<file path="src/rtl/clock_reset_sequencer_if.sv">
// Status/lock bundle between the DCM-side sequencer and its consumers.
// master: sequencer side; slave: whatever drives lock and observes status.
interface clock_reset_sequencer_if #(
    parameter int LOSS_WIDTH = 8
);
    logic                  locked;
    logic                  sys_rst_n;
    logic                  ready;
    logic                  init_start;
    logic [LOSS_WIDTH-1:0] loss_count;
    logic [1:0]            state_dbg;

    modport master (
        input  locked,
        output sys_rst_n,
        output ready,
        output init_start,
        output loss_count,
        output state_dbg
    );

    modport slave (
        output locked,
        input  sys_rst_n,
        input  ready,
        input  init_start,
        input  loss_count,
        input  state_dbg
    );
endinterface

</file>
<file path="src/rtl/clock_reset_sequencer.sv">
// Lock synchroniser/filter, SDRAM power-up delay, system reset release and
// lock-loss counting, all on the DCM output clock.
//
// state     | meaning
// ----------+------------------------------------------------------------
// WAIT_LOCK | synchronised lock low; everything held in reset
// FILTER    | lock high, counting LOCK_FILTER stable cycles
// POWERUP   | lock stable, counting POWERUP_CYCLES stabilisation delay
// RUN       | system reset released; lock drops counted
module clock_reset_sequencer #(
    parameter int LOCK_FILTER    = 64,
    parameter int POWERUP_CYCLES = 20000,
    parameter int LOSS_WIDTH     = 8
) (
    input  logic                    clock,
    input  logic                    reset,
    clock_reset_sequencer_if.master bus
);

    localparam int MAX_CNT = (LOCK_FILTER > POWERUP_CYCLES) ? LOCK_FILTER : POWERUP_CYCLES;
    localparam int CNT_W   = $clog2(MAX_CNT + 1);

    localparam logic [CNT_W-1:0]      FILTER_TC  = CNT_W'(LOCK_FILTER - 1);
    localparam logic [CNT_W-1:0]      POWERUP_TC = CNT_W'(POWERUP_CYCLES - 1);
    localparam logic [LOSS_WIDTH-1:0] LOSS_MAX   = '1;

    typedef enum logic [1:0] {
        S_WAIT_LOCK = 2'd0,
        S_FILTER    = 2'd1,
        S_POWERUP   = 2'd2,
        S_RUN       = 2'd3
    } state_t;

    state_t                state_q, state_d;
    logic [CNT_W-1:0]      cnt_q, cnt_d;
    logic [LOSS_WIDTH-1:0] loss_count_q, loss_count_d;
    logic                  s1_q, s1_d;
    logic                  s2_q, s2_d;
    logic                  sys_rst_n_q, sys_rst_n_d;
    logic                  ready_q, ready_d;
    logic                  init_start_q, init_start_d;
    logic                  lock_s;

    // locked is asynchronous; only the second synchroniser stage is used.
    assign s1_d   = bus.locked;
    assign s2_d   = s1_q;
    assign lock_s = s2_q;

    always_ff @(posedge clock) begin
        if (!reset) begin
            state_q      <= S_WAIT_LOCK;
            cnt_q        <= '0;
            loss_count_q <= '0;
            s1_q         <= 1'b0;
            s2_q         <= 1'b0;
            sys_rst_n_q  <= 1'b0;
            ready_q      <= 1'b0;
            init_start_q <= 1'b0;
        end else begin
            state_q      <= state_d;
            cnt_q        <= cnt_d;
            loss_count_q <= loss_count_d;
            s1_q         <= s1_d;
            s2_q         <= s2_d;
            sys_rst_n_q  <= sys_rst_n_d;
            ready_q      <= ready_d;
            init_start_q <= init_start_d;
        end
    end

    // A lock drop always wins over reaching a terminal count.
    always_comb begin
        state_d      = state_q;
        cnt_d        = cnt_q;
        loss_count_d = loss_count_q;
        unique case (state_q)
            S_WAIT_LOCK: begin
                cnt_d = '0;
                if (lock_s) begin
                    state_d = S_FILTER;
                end
            end
            S_FILTER: begin
                if (!lock_s) begin
                    state_d = S_WAIT_LOCK;
                    cnt_d   = '0;
                end else if (cnt_q == FILTER_TC) begin
                    state_d = S_POWERUP;
                    cnt_d   = '0;
                end else begin
                    cnt_d = cnt_q + CNT_W'(1);
                end
            end
            S_POWERUP: begin
                if (!lock_s) begin
                    state_d = S_WAIT_LOCK;
                    cnt_d   = '0;
                end else if (cnt_q == POWERUP_TC) begin
                    state_d = S_RUN;
                    cnt_d   = '0;
                end else begin
                    cnt_d = cnt_q + CNT_W'(1);
                end
            end
            S_RUN: begin
                if (!lock_s) begin
                    state_d = S_WAIT_LOCK;
                    if (loss_count_q != LOSS_MAX) begin
                        loss_count_d = loss_count_q + LOSS_WIDTH'(1);
                    end
                end
            end
            default: begin
                state_d = S_WAIT_LOCK;
                cnt_d   = '0;
            end
        endcase
    end

    // Decoded from the next state so outputs move on the same edge as state.
    always_comb begin
        sys_rst_n_d  = (state_d == S_RUN);
        ready_d      = (state_d == S_RUN);
        init_start_d = (state_d == S_RUN) && (state_q != S_RUN);
    end

    assign bus.sys_rst_n  = sys_rst_n_q;
    assign bus.ready      = ready_q;
    assign bus.init_start = init_start_q;
    assign bus.loss_count = loss_count_q;
    assign bus.state_dbg  = state_q;

endmodule

</file>
<file path="src/flat_wrapper.sv">
// flat-port wrapper written by rule: the top's interface ports become plain ports
module clock_reset_sequencer_flat 
#(
    parameter int LOCK_FILTER    = 64,
    parameter int POWERUP_CYCLES = 20000,
    parameter int LOSS_WIDTH     = 8
)
  (clock, reset, bus_locked, bus_sys_rst_n, bus_ready, bus_init_start, bus_loss_count, bus_state_dbg);
  clock_reset_sequencer_if #(.LOSS_WIDTH(LOSS_WIDTH)) bus_i ();
  input  logic clock;
  input  logic reset;
  input wire logic [$bits(bus_i.locked)-1:0] bus_locked;
  output wire logic [$bits(bus_i.sys_rst_n)-1:0] bus_sys_rst_n;
  output wire logic [$bits(bus_i.ready)-1:0] bus_ready;
  output wire logic [$bits(bus_i.init_start)-1:0] bus_init_start;
  output wire logic [$bits(bus_i.loss_count)-1:0] bus_loss_count;
  output wire logic [$bits(bus_i.state_dbg)-1:0] bus_state_dbg;
  assign bus_i.locked = bus_locked;
  assign bus_sys_rst_n = bus_i.sys_rst_n;
  assign bus_ready = bus_i.ready;
  assign bus_init_start = bus_i.init_start;
  assign bus_loss_count = bus_i.loss_count;
  assign bus_state_dbg = bus_i.state_dbg;
  clock_reset_sequencer #(.LOCK_FILTER(LOCK_FILTER), .POWERUP_CYCLES(POWERUP_CYCLES), .LOSS_WIDTH(LOSS_WIDTH)) u_core (.clock(clock), .reset(reset), .bus(bus_i));
endmodule
</file>
<file path="config.mk">
export PLATFORM = sky130hd
export DESIGN_NAME = clock_reset_sequencer_flat
export DESIGN_NICKNAME = d
export VERILOG_FILES = /design/src/rtl/clock_reset_sequencer_if.sv /design/src/rtl/clock_reset_sequencer.sv /design/src/flat_wrapper.sv
export SDC_FILE = /design/constraint.sdc
export NUM_CORES = 1
export LEC_CHECK = 0
export CAP_MARGIN = 20
export CELL_PAD_IN_SITES_DETAIL_PLACEMENT = 1
export CELL_PAD_IN_SITES_GLOBAL_PLACEMENT = 2
export CORE_AREA = 3 3 53 103
export CTS_CLUSTER_SIZE = 14
export DETAILED_ROUTE_END_ITERATION = 10
export DIE_AREA = 0 0 56 106
export PLACE_DENSITY_LB_ADDON = 0.12
export SLEW_MARGIN = 5
export SYNTH_ARGS = -nofsm -noshare
export SYNTH_HDL_FRONTEND = slang
export SYNTH_SLANG_ARGS = --single-unit
</file>
<file path="constraint.sdc">
create_clock -name clock -period 2.57 [get_ports clock]
set_input_delay 0.514 -clock clock [delete_from_list [all_inputs] [get_ports clock]]
set_output_delay 0.514 -clock clock [all_outputs]
set_load 0.1 [all_outputs]
</file>
# Word level (Yosys, flattened, before mapping)

Index checks and enable logic that the tools add are counted.

Muxes and demuxes: 12
Equality and inequality tests: 8
Add/subtract/negate cells: 2
Reductions and logical operators: 4
Bitwise logic cells: 1

Operators by type and width:

| operator              | number |
|---|---|
| $mux 15               | 4 |
| $pmux 15 s3           | 1 |
| $add 15x1->15 const B | 1 |
| $eq 15x15->1 const B  | 1 |
| $eq 15x6->1 const B   | 1 |
| $mux 2                | 6 |
| $add 8x1->8 const B   | 1 |
| $ne 8x8->1 const B    | 1 |
| $pmux 2 s4            | 1 |
| $eq 2x2->1 const B    | 3 |
| $reduce_and 3->1      | 1 |
| $reduce_bool 3->1     | 1 |
| $eq 2x1->1 const B    | 1 |
| $logic_not 2->1       | 1 |
| $ne 2x2->1 const B    | 1 |
| $logic_and 1x1->1     | 1 |
| $not 1->1             | 1 |

Word-level logic and storage cells: 34
Input port bits: 3
Register bits: 29
Output and inout port bits: 13

# Longest topological paths before layout

Depth in word-level cells: 6
Depth in mapped cells: 8

# Worst setup path after synthesis

Ideal clock, no wire load.

Kind: reg-to-reg
From: reg u_core.state_q[0] (netlist: u_core.bus.state_dbg[0])
To: reg u_core.loss_count_q[7] (netlist: u_core.bus.loss_count[7])
Cell stages (with the launch flop): 7
Path buffers: 0
Clock period less this slack: 2.577 ns
Slack: -0.007 ns
Arrival time: 2.506 ns
Cells stage by stage: dfxtp_1 ha_1 nand2b_1 a41oi_1 nand3_1 or3_1 a21oi_1

Longest elaborated chain between the ends: 2

RTL lines:

| element                    | RTL line                    | text |
|---|---|---|
| start, declared            | clock_reset_sequencer.sv:34 | `state_t state_q, state_d;` |
| start signal, assigned     | clock_reset_sequencer.sv:60 | `state_q <= state_d;` |
| $eq 2x2->1                 | clock_reset_sequencer.sv:76 | `unique case (state_q)` |
| $reduce_and 3->1 (no line) | --                          |  |
| end signal, assigned       | clock_reset_sequencer.sv:62 | `loss_count_q <= loss_count_d;` |
| end, declared              | clock_reset_sequencer.sv:36 | `logic [LOSS_WIDTH-1:0] loss_count_q, loss_count_d;` |

No other way between the ends.
A chain may end at the register's enable or synchronous reset.

# Worst setup path after layout

From: reg u_core.cnt_q[0]
To: reg u_core.cnt_q[7]

Longest elaborated chain between the ends: 4
Elaborated cells on any way between the ends: 8
Classes of those cells: 1 x add/sub; 2 x eq/ne; 5 x mux

RTL lines:

| element                                     | RTL line                                                  | text |
|---|---|---|
| start, declared                             | clock_reset_sequencer.sv:35                               | `logic [CNT_W-1:0] cnt_q, cnt_d;` |
| start signal, assigned                      | clock_reset_sequencer.sv:61                               | `cnt_q <= cnt_d;` |
| $add 15x1->15, or another cell as far along | clock_reset_sequencer.sv:91, clock_reset_sequencer.sv:102 |  |
| $mux 15, on equally long branches           | clock_reset_sequencer.sv:98, clock_reset_sequencer.sv:87  |  |
| $mux 15, on equally long branches           | clock_reset_sequencer.sv:95, clock_reset_sequencer.sv:84  |  |
| $pmux 15 s3 (*)                             | clock_reset_sequencer.sv:76                               |  |

Every way passes the cells marked *; elsewhere a longest branch is shown, timed or not.

==> flow_metrics.env <==
export IMPL_crit_arrival_ns=2.47
export IMPL_r2r_end="u_core.cnt_q[7]"
export IMPL_grt_ovfl_total=0
export IMPL_fin_crit_sh=0.8999
export IMPL_start_util=0.3259
export IMPL_max_freq_ghz=0.4324
export IMPL_worst_skew_pair_late_latency_ns=0.28
export IMPL_clkPwrFrac=0.440
export IMPL_synth_edf_count=0
export IMPL_cts_tree="built"
export IMPL_routed_via_density=5.568
export IMPL_final_antenna_net_count=0
export IMPL_grt_pass1_wl_mm=7.514
export IMPL_p_per_area_nw_per_um2=466.9
export IMPL_routed_wl_mm=4.488
export IMPL_regArea_sq_um=581.8
export IMPL_rsz0062_at_grt="false"
export IMPL_finalCriticalPeriod_ns=2.313
export IMPL_drive_gt1_frac=0.1770
export IMPL_setup_viol_count_final=0
export IMPL_syn_area_per_cell_sq_um=8.378
export IMPL_antenna_found_initial=0
export IMPL_core_area_sq_um=4730
export IMPL_synth_nets=193
export IMPL_p_comb_frac=0.036
export IMPL_netlist_cell_type_count=44
export IMPL_hold_start="u_core.s1_q"
export IMPL_wire_per_inst_um=17.00
export IMPL_fillers=597
export IMPL_syn_cell_area_sq_um=1541
export IMPL_start_kind="flop"
export IMPL_dp_hpwl_mm=3.598
export IMPL_n_antenna_cell=0
export IMPL_slew_headroom=0.6181
export IMPL_ys_flop_type="dfxtp_1"
export IMPL_hp_class="reg -> reg"
export IMPL_cp_max_fo=9
export IMPL_fp_dieW_um=56
export IMPL_async_flop_share=0
export IMPL_cts_root_buf="clkbuf_8"
export IMPL_hold_buffers=0
export IMPL_yosys_warnings=0
export IMPL_swShare=0.2206
export IMPL_nets=218
export IMPL_first_global_vias=1563
export IMPL_finalMaxSlewViolations=0
export IMPL_peakVddDrop_mv=0.3555
export IMPL_fin_hold_ws_ns=0.4344
export IMPL_min_path_cells=1
export IMPL_netlist_instances=184
export IMPL_intPower_uw=675.7
export IMPL_critPathRequiredTime_ns=2.73
export IMPL_clock_path_buffers=2
export IMPL_end_kind="flop"
export IMPL_synth_seq_area_share=0.3766
export IMPL_drc=0
export IMPL_num_rows=35
export IMPL_multi_input_area_sq_um=897.1
export IMPL_skew_ns=0.004735
export IMPL_max_slew_worst_pin_slew_ns=0.5676
export IMPL_rr_worst_depth=7
export IMPL_maxCapViolations=0
export IMPL_final_hold_violation_count=0
export IMPL_areaGrowthSynthToFinish_pct=20.45
export IMPL_cts_reportedPaths_clkPinSlew_ns=0.06
export IMPL_holdPathEnd="u_core.lock_s"
export IMPL_dr_first_iter_drc_count=26
export IMPL_p_seq_frac=0.525
export IMPL_gp_congestion=0.9178
export IMPL_power_switching_uw=191.2
export IMPL_tns_ns=0
export IMPL_reg2reg_slack_ns=0.26
export IMPL_worst_slack_ns=0.2573
export IMPL_path_class="reg -> reg"
export IMPL_vias=1470
export IMPL_ys_ff_latch=29
export IMPL_grt_max_degree=12
export IMPL_p_leak_uw=0.0006655
export IMPL_gr_usage_all_layers=0.1620
export IMPL_io_buffers=15
export IMPL_h_tree_depth=2
export IMPL_cts_inserted_buffers=5
export IMPL_dieHeight_um=106
export IMPL_io_pins=16
export IMPL_post_dp_cell_area_sq_um=1759
export IMPL_dp_slack_ns=0.2159
export IMPL_critical_path_startpoint="u_core.cnt_q[0]"
export IMPL_cts_sinks=29
export IMPL_dieArea_sq_um=5936
export IMPL_first_pass_iters=4
export IMPL_status="finished clean"
export IMPL_final_area_sq_um=1857
export IMPL_r2r_start="u_core.cnt_q[0]"
-- what timing repair did --
action                                  CTS  global route
setup buffers                             0             0
resized for setup                         0             1
endpoints found under the setup margin    0             1
-- sequential cells by signal, summed over array words and instances (netlist names) --
signal and cells:
u_core.bus.init_start 1, u_core.bus.loss_count 8, u_core.bus.state_dbg 2, u_core.bus.sys_rst_n 1, u_core.cnt_q 15, u_core.lock_s 1
u_core.s1_q 1
-- cell usage in the layout (no fill, tap or decap), types with 2 or more instances in the layout --
cell,Yosys,routed
a211oi_1,2,2
a21oi_1,13,13
a31oi_1,6,6
and2_1,2,2
and3_1,9,9
buf_4,1,21
clkbuf_8,0,6
clkdlybuf4s50_1,0,2
dfxtp_1,29,28
ha_1,6,6
inv_1,12,12
nand2_1,17,17
nand2b_1,3,3
nand3_1,8,8
nand4_1,6,6
nand4b_1,2,2
nor2_1,14,14
nor3_1,2,2
nor3b_1,2,2
nor4_1,3,3
o21ai_0,6,6
o22ai_1,3,3
o31ai_1,4,4
o41ai_1,2,2
or3_1,4,4
or4bb_1,2,2
xor2_1,4,4
-- cells by family after synthesis --
logic type,Yosys count,synth area share
and+or+nand+nor,84,0.3093
AOI/OAI and AO/OA,42,0.1818
DFF,29,0.3766
buffers and inverters,17,0.04870
adders and majority gates,6,0.04870
xor gates and xnor gates,5,0.02841
muxes,1,0.006494
-- worst max-delay path, stage by stage (launching register included) --
cell and delay (ns):
dfxtp_1 0.40, ha_1 0.28, or4bb_1 0.57, o41ai_4 0.30
a21oi_2 0.17, buf_4 0.21, a31oi_1 0.17, o31ai_1 0.09
-- worst max path at each step --
| stage | to | cells after the start |
|---|---|---|
| 3_5_place_dp | u_core.cnt_q[14] | 7 |
| 2_1_floorplan | u_core.bus.loss_count[7] | 6 |
| 5_1_grt | u_core.cnt_q[14] | 7 |
| 6_report | u_core.cnt_q[7] | 7 |
| 4_1_cts | u_core.cnt_q[14] | 7 |
| 3_3_place_gp | u_core.cnt_q[7] | 7 |
-- Yosys cell counts (2+ instances only) --
cell / count / share of area
xor2_1: 4 / 0.023
or3_1: 4 / 0.016
nor3_1: 2 / 0.0065
nand4_1: 6 / 0.024
nor4_1: 3 / 0.012
or4bb_1: 2 / 0.015
and2_1: 2 / 0.0081
nand4b_1: 2 / 0.011
o41ai_2: 2 / 0.021
nand2b_1: 3 / 0.012
o31ai_1: 4 / 0.019
nand2_1: 17 / 0.041
clkbuf_1: 3 / 0.0073
nor2_1: 14 / 0.034
ha_1: 6 / 0.049
a21oi_1: 13 / 0.042
a211oi_1: 2 / 0.0097
o22ai_1: 3 / 0.012
inv_1: 12 / 0.029
dfxtp_1: 29 / 0.38
o21ai_0: 6 / 0.019
a31oi_1: 6 / 0.024
nand3_1: 8 / 0.026
and3_1: 9 / 0.037
o41ai_1: 2 / 0.011
nor3b_1: 2 / 0.0097
-- power groups by stage --
stage | sequential, uW | combinational, uW | clock [uW]
2_1_floorplan | 470 | 12.9 | 0
3_3_place_gp | 465 | 30.7 | 0
3_5_place_dp | 465 | 31.3 | 0
4_1_cts | 455 | 31.5 | 395
5_1_grt | 455 | 34.3 | 409
6_report | 455 | 30.8 | 381
-- final cells by class --
class / count / share of cell area
inverter: 12 / 0.02426
multi-input combinational: 138 / 0.4832
clock buffer: 7 / 0.04650
timing repair buffer: 23 / 0.09569
tap: 55 / 0.03706
sequential: 29 / 0.3133
-- metal layers --
metal  track usage  vias up  share of wire
li1              -      725              -
met1        0.1510      715           0.36
met2        0.3241       21           0.59
met3       0.02795        9          0.020
met4       0.07470        0          0.028
met5             0        -              0
-- stage by stage --
stage	total power, uW	instances	utilization
final	867.0	264	0.3926
after detailed placement	496.3	257	0.3720
after floorplan	482.8	184	-
after global placement	495.5	257	0.3720
after CTS	881.3	264	0.3902
after global routing	898.4	264	0.3926
Note: power is estimated with default switching activity, not from simulation.
